`config.mk`:
```
export PLATFORM = sky130hd
export DESIGN_NAME = vec_reg_unloader
export DESIGN_NICKNAME = d
export VERILOG_FILES = /design/src/rtl/vec_reg_unloader_pkg.sv /design/src/rtl/vec_reg_unloader.sv
export SDC_FILE = /design/constraint.sdc
export NUM_CORES = 1
export LEC_CHECK = 0
export ABC_AREA = 1
export CAP_MARGIN = 20
export CORE_ASPECT_RATIO = 1.2
export CORE_MARGIN = 1
export CORE_UTILIZATION = 50
export DETAILED_ROUTE_END_ITERATION = 10
export HOLD_SLACK_MARGIN = 0.05
export PLACE_DENSITY = 0.91
export REMOVE_ABC_BUFFERS = 1
export SYNTH_ARGS = -nofsm -noshare
export SYNTH_HDL_FRONTEND = slang
export SYNTH_SLANG_ARGS = --single-unit
```
`constraint.sdc`:
```
create_clock -name clk -period 2.4 [get_ports clk]
set_input_delay 0.6 -clock clk [delete_from_list [all_inputs] [get_ports clk]]
set_output_delay 0.6 -clock clk [all_outputs]
set_load 0.005 [all_outputs]
```
`src/rtl/vec_reg_unloader_pkg.sv`:
```
// Shared types and default sizes for the vector register unloader.
// Latency: n/a (types and constants only).
// Backpressure: n/a.
package vec_reg_unloader_pkg;

    localparam int VEC_BITS  = 8;   // element width
    localparam int VEC_N     = 4;   // max elements per register, matches the bank
    localparam int VEC_LEN_W = 8;   // length field width, matches bank in_len/out_len
    localparam int VEC_SEL_W = 4;   // register select width (16 registers)

    typedef logic [VEC_BITS-1:0] vec_elem_t;

    typedef enum logic [1:0] {
        IDLE,
        FETCH,
        STREAM
    } unload_state_t;

endpackage

```
`src/rtl/vec_reg_unloader.sv`:
```
// Reads one bank register on command, snapshots it and streams its elements with last marking.
// Latency: command accepted in cycle C, bank read in C+1, first beat valid in C+2, then 1 beat/cycle.
// Backpressure: m_ready low holds data/last/valid stable; cmd_ready low while busy, commands dropped.
module vec_reg_unloader
    import vec_reg_unloader_pkg::*;
#(
    parameter int BITS  = VEC_BITS,
    parameter int N     = VEC_N,
    parameter int LEN_W = VEC_LEN_W,
    parameter int SEL_W = VEC_SEL_W
) (
    input  logic             clk,
    input  logic             rst,
    input  logic             cmd_valid,
    input  logic [SEL_W-1:0] cmd_sel,
    output logic             cmd_ready,
    output logic [SEL_W-1:0] rd_sel,
    output logic             rd_en,
    input  logic [BITS-1:0]  rd_data [N-1:0],
    input  logic [LEN_W-1:0] rd_len,
    output logic [BITS-1:0]  m_data,
    output logic             m_valid,
    input  logic             m_ready,
    output logic             m_last,
    output logic             done,
    output logic [LEN_W-1:0] done_cnt,
    output logic             len_err
);

    // One extra index bit so a count of exactly N never wraps to zero.
    localparam int IDX_W = $clog2(N) + 1;
    localparam int AW    = $clog2(N);

    unload_state_t    state;
    logic [BITS-1:0]  snap [N-1:0];
    logic [IDX_W-1:0] idx;
    logic [IDX_W-1:0] len;
    logic [IDX_W-1:0] idx_nxt;
    logic             err;

    logic             fetch_err;
    logic [IDX_W-1:0] fetch_len;

    // Bank length above N is clamped; the compare is done at full length width.
    assign fetch_err = rd_len > LEN_W'(N);
    assign fetch_len = fetch_err ? IDX_W'(N) : rd_len[IDX_W-1:0];
    assign idx_nxt   = idx + IDX_W'(1);

    // Unload FSM: accept command, read/snapshot the register, stream the snapshot.
    always_ff @(posedge clk or posedge rst) begin
        if (rst) begin
            state     <= IDLE;
            cmd_ready <= 1'b1;
            rd_en     <= 1'b0;
            rd_sel    <= '0;
            m_valid   <= 1'b0;
            m_last    <= 1'b0;
            m_data    <= '0;
            done      <= 1'b0;
            done_cnt  <= '0;
            len_err   <= 1'b0;
            idx       <= '0;
            len       <= '0;
            err       <= 1'b0;
            for (int i = 0; i < N; i++) begin
                snap[i] <= '0;
            end
        end else begin
            done    <= 1'b0;
            len_err <= 1'b0;
            case (state)
                IDLE: begin
                    if (cmd_valid && cmd_ready) begin
                        rd_sel    <= cmd_sel;
                        rd_en     <= 1'b1;
                        cmd_ready <= 1'b0;
                        state     <= FETCH;
                    end
                end
                FETCH: begin
                    // Bank read port is combinational, so rd_data/rd_len are valid now.
                    rd_en <= 1'b0;
                    idx   <= '0;
                    len   <= fetch_len;
                    err   <= fetch_err;
                    for (int i = 0; i < N; i++) begin
                        snap[i] <= rd_data[i];
                    end
                    if (fetch_len == '0) begin
                        state     <= IDLE;
                        cmd_ready <= 1'b1;
                        done      <= 1'b1;
                        done_cnt  <= '0;
                        len_err   <= fetch_err;
                    end else begin
                        // Snapshot lands this edge too, so beat 0 comes straight from the bank.
                        state   <= STREAM;
                        m_valid <= 1'b1;
                        m_data  <= rd_data[0];
                        m_last  <= (fetch_len == IDX_W'(1));
                    end
                end
                STREAM: begin
                    if (m_ready) begin
                        if (m_last) begin
                            state     <= IDLE;
                            m_valid   <= 1'b0;
                            m_last    <= 1'b0;
                            m_data    <= '0;
                            cmd_ready <= 1'b1;
                            done      <= 1'b1;
                            done_cnt  <= LEN_W'(len);
                            len_err   <= err;
                        end else begin
                            idx    <= idx_nxt;
                            m_data <= snap[idx_nxt[AW-1:0]];
                            m_last <= (idx_nxt == (len - IDX_W'(1)));
                        end
                    end
                end
                default: state <= IDLE;
            endcase
        end
    end

endmodule

```
==> metrics.cfg, run 1 <==
[run_status]
status=complete, no violations

[cells_and_area]
stdcell_count=501
num-nets-final=470
final_util_pct=68.9
drive_above_1_share_pct=13.1
fill_cells=467
syn_to_final_growth_pct=29.3
n_antenna_cell=0

[power]
total_leakage_power_uw=0.00196
p_seq_share_pct=53.4
combPwrFrac_pct=6.4
power_density_nw_per_um2=492
vdd_drop_max_v=0.000332
p_total_uw=1960
cell_internal_pwr_uw=1530
pwr-share-clk_pct=40.3
netSwitchingPower_uw=434
p_sw_share_pct=22.2

[die]
die-area_um2=6480
die_w_um=73.7
die_y_um=88
core-area_um2=5780
start_util_pct=53.3
row_count=30
io_pins=74

[route]
drt_iter0_markers=189
ant_nets=0
dr_total_vias=2579
finalWirelength_um=6790
dr.pass1.iters=4
drc=0
drt-vias-per-instance=5.15
routedWlPerCell_um=13.6

[logic_synthesis]
synth_simple_gate_area_share_pct=19.3
synth_mux_area_share_pct=7.67
synth_area_leaders=dfrtp_1 (50%), nand2_1 (11%), mux2_2 (7.7%), inv_1 (4.4%), o21ai_0 (3.7%)
synth_area_um2=3080
synthAdderAreaFrac_pct=2.44
synthCells=345
yosysWarnings=0
synth_compound_area_share_pct=10.9
seq_area_frac_synth_pct=50.4
synth_top_area_share_pct=49.5
synth.distinct_cells=33
synth-xor-area-share_pct=0.284
yosys.area.top_type=dfrtp_1
synth_seq_cells=62
avgSynthCellArea_um2=8.93
synth_top_family_by_area=simple AND/OR/NAND/NOR gates

[setup_path]
reg2reg_setup_slack_ns=0.66
critical-path-max-stage-delay_ns=0.58
crit_path_top_delay_cell=clkdlybuf4s50_1
cp_max_fo=6
critPathBufInv=1
crit_arrival_ns=1.41
crit_family=buffers and inverters
cp.required_ns=1.80
crit_chain=clkdlybuf4s50_1
crit_type=reg2out
worstSetupEndpointType=output pin
start_kind=flip-flop

[sta]
fin_skew_ns=0.0124
hold_viol_final=0
min_period_over_period_pct=83.6
setup_viol=0
rsz0062_at_grt=no
slew_violations=0
post-route-min-period_ns=2.01
hold_slack_ns=0.489
timing.fmax_mhz=498
layout_setup_ws_ns=0.392

[place]
io_buffers=68
gp_congestion=0.812
place_inst=485
hpwlAfterDp_um=4860
pre_cts_ws_ns=0.400

[global_routing]
grt_pass1_vias=2648
overflow=0
grt_antenna_before_repair=0
grt_pass1_wl_um=11600
grt_use_total_pct=24.2
grt_max_degree=47

[clock_network]
cts_inserted_buffers=9
cts.sinks=62
htree_num_levels=3
cts_buffer_depth=2
path_clk_slew_ns=0.06
cts_tree=done
clk-insertion-delay-late_ns=0.35
postCtsHoldBufs=0
cts-root-buf=clkbuf_8
cts_setup_buffers=0
ctsResizeCount=0

[flow_run]
maxCapViolCount=0

[worst_hold_path]
worstHoldPathType=reg2reg

[flip-flops by register name (all words and copies together), names as in the netlist]
register and cells:
cmd_ready 1, done 1, done_cnt 3, err 1, idx 3, len 3
len_err 1, m_data 8, m_last 1, m_valid 1, rd_en 1, rd_sel 4
snap 32, state 2
[metrics by stage]
step	setup TNS, ns	cell area [um^2]
4_1_cts	0	3980
3_5_place_dp	0	3820
2_1_floorplan	-0.109	2980
6_report	0	3980
3_3_place_gp	0	3820
5_1_grt	0	3980
[final cells by class]
class	count	area, um^2	share of cell area (%)
Clock buffer	15	156	3.93
Clock inverter	1	5.00	0.126
Inverter	40	153	3.83
Multi-Input combinational cell	230	1270	32.0
Sequential cell	62	1550	39.0
Tap cell	80	100	2.51
Timing Repair Buffer	73	743	18.7
[cell families (layout without fill, tap and decap cells)]
logic type	count (synthesis)	after routing
AOI/OAI and AO/OA	64	64
xor gates and xnor gates	1	1
adders and majority gates	6	6
buffers and inverters	57	129
DFF	62	62
muxes	21	21
other	1	5
and+or+nand+nor	133	133
[metal layers]
metal | global-route usage, % | part of all wire [%] | up-vias
met4 | 16.8 | 2.4 | 0
met5 | 0 | 0 | -
li1 | - | - | 1252
met2 | 40.5 | 52 | 100
met1 | 27.6 | 40 | 1212
met3 | 4.72 | 5.2 | 15
[cell usage in the layout, fill, tap and decap left out, drive strengths merged, types with 12 or more instances in the layout]
cell type	synthesis	layout
inv	40	40
a21oi	19	19
nor2	12	12
o21ai	40	40
clkbuf	2	15
clkdlybuf4s50	0	68
dfrtp	61	61
nand3	17	17
nand2	98	98
mux2	21	21
[cell usage after synthesis]
| library cell | number |
|---|---|
| xor2_1 | 1 |
| nand4_1 | 4 |
| nor2_1 | 9 |
| o21ai_1 | 16 |
| mux2_2 | 21 |
| nor3_1 | 1 |
| dfrtp_1 | 61 |
| nor2_8 | 1 |
| nand3_4 | 1 |
| dfstp_2 | 1 |
| conb_1 | 1 |
| a22oi_1 | 1 |
| o21ai_2 | 1 |
| nand2_2 | 2 |
| a21oi_2 | 1 |
| buf_6 | 2 |
| o22ai_1 | 3 |
| buf_2 | 3 |
| a21oi_1 | 18 |
| clkbuf_1 | 2 |
| nor2_2 | 1 |
| nand3_1 | 16 |
| nor2_4 | 1 |
| a21boi_0 | 1 |
| buf_4 | 10 |
| nand2_1 | 94 |
| inv_2 | 3 |
| inv_4 | 1 |
| o21ai_0 | 23 |
| nand2_4 | 2 |
| ha_1 | 6 |
| or2_4 | 1 |
| inv_1 | 36 |
[power by group through the flow]
stage | combinational, uW | sequential, uW | clock (uW)
global placement | 123 | 1060 | 0
detailed placement | 125 | 1060 | 0
CTS | 126 | 1050 | 801
finish | 125 | 1050 | 789
floorplan | 31.9 | 1060 | 0
global route | 138 | 1040 | 851
[path summary, 6_finish.rpt]
check | startpoint | end | cells past startpoint
hold reg to reg | cmd_ready$_DFFE_PP1P_ | cmd_ready$_DFFE_PP1P_ | 2
setup / recovery | m_last$_DFFE_PP0P_ | m_last | 1
hold / removal | cmd_ready$_DFFE_PP1P_ | cmd_ready$_DFFE_PP1P_ | 2
setup reg to reg | idx[1]$_DFFE_PP0P_ | m_data[6]$_DFFE_PP0P_ | 8
min in group asynchronous | rst | done_cnt[0]$_DFFE_PP0P_ | 2
max in group asynchronous | rst | m_data[1]$_DFFE_PP0P_ | 3
No activity file was read; power rests on OpenSTA's default activity.
==> run 2, diff against run 1 <==
==> constraint.sdc (replaced) <==
create_clock -name clk -period 2 [get_ports clk]
set_input_delay 0.5 -clock clk [delete_from_list [all_inputs] [get_ports clk]]
set_output_delay 0.5 -clock clk [all_outputs]
set_load 0.005 [all_outputs]
==> metrics.cfg, run 2 (synthesized netlist as in run 1, its figures left out) <==
[power]
total_leakage_power_uw=0.00198
vdd_drop_max_v=0.000482
power_density_nw_per_um2=585
p_total_uw=2350

[sta]
hold_slack_ns=0.490
rsz0062_at_grt=no
timing.fmax_mhz=530
fin_skew_ns=0.00775
post-route-min-period_ns=1.89
min_period_over_period_pct=94.3
hold_viol_final=0
setup_viol=0
slew_violations=0

[cells_and_area]
final_cell_mix=nand2_1 (94), clkdlybuf4s50_1 (68), dfrtp_1 (61)
regMostFlops=snap
stdcell_count=505
syn_to_final_growth_pct=30.4
drive_above_1_share_pct=14.6
final_common_cell=nand2_1
largest_reg_flops=32
num-nets-final=474
fin_area_um2=4020
n_antenna_cell=0
reg.largest.list=snap x32, m_data x8, rd_sel x4

[setup_path]
start_kind=flip-flop
crit-reg2reg-launch=state[0]$_DFFE_PP0P_
startpoint=cmd_ready$_DFFE_PP1P_
reg2reg_setup_slack_ns=0.34
crit_arrival_ns=1.39
worstSetupEndpointType=output pin
crit_path_top_delay_cell=dfstp_2
critical-path-max-stage-delay_ns=0.55
reg2regPathDepth=9
critPathBufInv=1
cp.required_ns=1.50
crit_family=flip-flops
crit_chain=clkdlybuf4s50_1
r2r_end=m_data[2]$_DFFE_PP0P_
crit_type=reg2out
cp_max_fo=4

[die]
start_util_pct=53.3
die_y_um=88
core-area_um2=5780
die_w_um=73.7
die-area_um2=6480
io_pins=74
row_count=30

[route]
finalWirelength_um=6750
dr_total_vias=2559
drt-vias-per-instance=5.07
dr.pass1.iters=4
drc=0
drt_iter0_markers=123
routedWlPerCell_um=13.4
ant_nets=0

[worst_hold_path]
holdPathEnd=done_cnt[2]$_DFFE_PP0P_
worstHoldPathType=reg2reg
hp-start=done_cnt[2]$_DFFE_PP0P_
hold_depth=2

[global_routing]
grt_pass1_vias=2578
grt_antenna_before_repair=0
grt_pass1_wl_um=11300
grt_use_total_pct=23.4
overflow=0
grt_max_degree=63

[clock_network]
cts.sinks=62
ctsResizeCount=0
clk-insertion-delay-late_ns=0.34
cts-root-buf=clkbuf_8
postCtsHoldBufs=0
cts_setup_buffers=0
cts_tree=done
cts_buffer_depth=2
cts_inserted_buffers=9
path_clk_slew_ns=0.06
htree_num_levels=3

[place]
hpwlAfterDp_um=4830
dpl_cell_area_um2=3850
io_buffers=68
gp_congestion=0.788
place_inst=489

[flow_run]
maxCapViolCount=0

[run_status]
status=complete, no violations

run 2: routing by layer:
metal  global-route usage (%)  wire (um)  up-vias
li1                         -          -     1254
met1                     26.1       2650     1196
met2                     41.5       3550       97
met3                     5.64        386       12
met4                     11.4        165        0
met5                        0          0        -
run 2: per-stage QoR:
stage / utilization, % / setup TNS (ns) / worst slack, ns
floorplan: - / -13.97 / -0.443
detailed placement: 66.6 / 0 / 0.0712
CTS: 69.5 / 0 / 0.0997
global route: 69.5 / 0 / 0.0896
global placement: 66.6 / 0 / 0.157
finish: 69.5 / 0 / 0.113
run 2: worst max-delay path by stage:
stage                                  endpoint  slack (ns)  depth (start not counted)
final                                 cmd_ready        0.11                          1
after global routing                  cmd_ready        0.09                          1
after CTS                             cmd_ready         0.1                          1
after detailed placement  m_data[2]$_DFFE_PP0P_        0.07                          9
after global placement    m_data[5]$_DFFE_PP0P_        0.16                          8
after floorplan             m_valid$_DFFE_PP0P_       -0.44                          7
run 2: where the power goes:
part / internal (uW) / switching, uW / leakage (uW) / total, uW
Sequential: 1250 / 0 / 0.000743 / 1250
Clock: 452 / 495 / 0.0000837 / 947
Combinational: 91.7 / 57.7 / 0.00116 / 149
Total: 1800 / 553 / 0.00198 / 2350
run 2: area by class of cell:
type | instances | area (um^2)
Sequential cell | 62 | 1550
Clock buffer | 11 | 131
Timing Repair Buffer | 77 | 773
Inverter | 40 | 153
Tap cell | 80 | 100
Clock inverter | 5 | 35.0
Fill cell | 474 | 1760
Multi-Input combinational cell | 230 | 1270
==> run 3, diff against run 2 <==
--- a/config.mk
+++ b/config.mk
@@ -5,11 +5,11 @@
 export SDC_FILE = /design/constraint.sdc
 export NUM_CORES = 1
 export LEC_CHECK = 0
-export ABC_AREA = 1
+export ABC_AREA = 0
 export CAP_MARGIN = 20
 export CORE_ASPECT_RATIO = 1.2
 export CORE_MARGIN = 1
-export CORE_UTILIZATION = 50
+export CORE_UTILIZATION = 49
 export DETAILED_ROUTE_END_ITERATION = 10
 export HOLD_SLACK_MARGIN = 0.05
 export PLACE_DENSITY = 0.91
==> metrics.cfg, run 3 <==
[logic_synthesis]
synth.distinct_cells=41
seq_area_frac_synth_pct=52.5
synth_commonest_cells=dfrtp_1 (61), mux2_2 (36), inv_1 (14), nand2_1 (14), o21ai_0 (13)
synthArstFlopShare_pct=100
synth_top_area_share_pct=51.6
synth-xor-area-share_pct=1.78
synth_area_leaders=dfrtp_1 (52%), mux2_2 (14%), mux4_2 (6.1%), ha_1 (2.5%), o221a_1 (2.3%)
synth_most_common_cell=dfrtp_1
yosysWarnings=0
synthCells=228
synth_simple_gate_area_share_pct=7.57
synth_edf_count=0
synthAdderAreaFrac_pct=2.54
yosys.area.top_type=dfrtp_1
synth_top_family_by_area=multiplexers
synth_mux_area_share_pct=20.5
synthFlopType=dfrtp_1
avgSynthCellArea_um2=13.0
synth_seq_cells=62
synth_compound_area_share_pct=10.5
synth_area_um2=2960

[setup_path]
critPathBufInv=1
crit_type=reg2out
critical-path-max-stage-delay_ns=0.56
reg2reg_setup_slack_ns=0.20
r2r_end=m_last$_DFFE_PP0P_
crit_family=flip-flops
startpoint=cmd_ready$_DFFE_PP1P_
endpoint=cmd_ready
crit_path_top_delay_cell=dfstp_2
crit_chain=clkdlybuf4s50_1
worstSetupEndpointType=output pin
start_kind=flip-flop
crit-reg2reg-launch=idx[1]$_DFFE_PP0P_
reg2regPathDepth=5
cp.depth=1
cp.required_ns=1.50
crit_arrival_ns=1.40
cp_max_fo=4

[clock_network]
cts-root-buf=clkbuf_8
clk-insertion-delay-late_ns=0.34
cts.sinks=62
cts_buffer_depth=2
htree_num_levels=3
postCtsHoldBufs=0
path_clk_slew_ns=0.07
cts_tree=done
cts_inserted_buffers=9
ctsResizeCount=0
cts_setup_buffers=0

[power]
vdd_drop_max_v=0.000793
total_leakage_power_uw=0.00164
power_density_nw_per_um2=1410

[route]
ant_nets=0
dr.pass1.iters=4
dr_total_vias=2135
routedWlPerCell_um=16.1
drt_iter0_markers=129
drt-vias-per-instance=5.36
finalWirelength_um=6410
drc=0

[global_routing]
met1_usage_pct=28.2
grtUsageMet2_pct=37.7
grtUsageMet3_pct=5.67
grt_max_degree=33
grt_pass1_wl_um=10600
grt_pass1_vias=2220
grt_use_total_pct=23.1
grt_antenna_before_repair=0
overflow=0
top_usage_layer=met2

[cells_and_area]
final_cell_mix=clkdlybuf4s50_1 (68), dfrtp_1 (61), mux2_2 (36)
regMostFlops=snap
drive_above_1_share_pct=26.1
final_common_cell=clkdlybuf4s50_1
num-nets-final=367
largest_reg_flops=32
fin_area_um2=4010
fill_cells=388
n_antenna_cell=0
reg.largest.list=snap x32, m_data x8, rd_sel x4
syn_to_final_growth_pct=35.3

[sta]
slew_violations=0
min_period_over_period_pct=95.1
setup_viol=0
fin_skew_ns=0.00852
relSlewSlack_pct=65.9
layout_setup_ws_ns=0.0976
rsz0062_at_grt=no
tightest_slew_ns=0.512
hold_viol_final=0
post-route-min-period_ns=1.90
timing.fmax_mhz=526

[place]
dpl_cell_area_um2=3820
hpwlAfterDp_um=4720
io_buffers=68
pre_cts_ws_ns=-0.191
gp_congestion=0.860

[die]
core-area_um2=5740
row_count=30
die-area_um2=6360
start_util_pct=51.5
die_w_um=73.0
io_pins=74
die_y_um=87.1

[run_status]
status=complete, no violations

[flow_run]
maxCapViolCount=0

[worst_hold_path]
worstHoldPathType=in2async

-- run 3: cell count changes after synthesis, sizes merged, moves of 3 or more --
cell	previous run	this run
o221a	0	8
buf	15	12
mux4	0	8
xnor2	0	3
a32o	0	5
o21ai	40	13
mux2	21	37
a21oi	19	4
nor2	12	8
nand2	98	14
nand3	17	4
nand4	4	1
inv	40	14
a31oi	0	3
-- run 3: final cells by class --
class / instances / area (um^2) / area share, %
clock inverters: 4 / 47.5 / 1.19
well taps: 80 / 100 / 2.50
multi-input cells: 142 / 1290 / 32.2
repair buffers: 84 / 826 / 20.6
clock buffers: 12 / 135 / 3.37
inverters: 14 / 52.6 / 1.31
flip-flops and latches: 62 / 1550 / 38.8
-- run 3: per-stage QoR --
stage,setup TNS (ns),power (uW),cells,hold WS (ns),util (%)
finish,0,5630,398,0.419,69.7
global route,0,5990,398,0.447,69.7
CTS,0,5670,398,0.417,69.7
detailed placement,-1.85,4630,382,0.493,66.6
global placement,-1.27,4490,382,0.482,66.6
floorplan,-13.33,3590,218,0.466,-
-- run 3: metal layers --
metal | wire length (um) | up-vias
met5 | 0 | -
met4 | 159 | 0
met3 | 303 | 16
met2 | 3360 | 66
met1 | 2590 | 1063
li1 | - | 990
-- run 3: where the power goes --
part | leakage [uW] | internal (uW) | total [uW] | switching, uW
clock | 0.0000904 | 572 | 1040 | 464
sequential | 0.000733 | 1830 | 2150 | 320
combinational | 0.000817 | 1480 | 2450 | 966
-- run 3: cells by family after synthesis --
logic type | after synthesis
buffers and inverters | 28
and+or+nand+nor | 38
adders and majority gates | 6
muxes | 46
xor gates and xnor gates | 6
other | 1
AOI/OAI and AO/OA | 41
DFF | 62
-- run 3: how the worst min path moves through the flow --
stage	slack [ns]	startpoint	depth (start not counted)	end
CTS	0.42	rst	2	rd_sel[3]$_DFFE_PP0P_
global placement	0.48	idx[1]$_DFFE_PP0P_	1	idx[1]$_DFFE_PP0P_
floorplan	0.47	len[1]$_DFFE_PP0P_	1	done_cnt[1]$_DFFE_PP0P_
detailed placement	0.49	snap[19]$_DFFE_PP0P_	1	snap[19]$_DFFE_PP0P_
finish	0.42	rst	2	rd_sel[3]$_DFFE_PP0P_
global route	0.45	rst	2	len_err$_DFF_PP0_
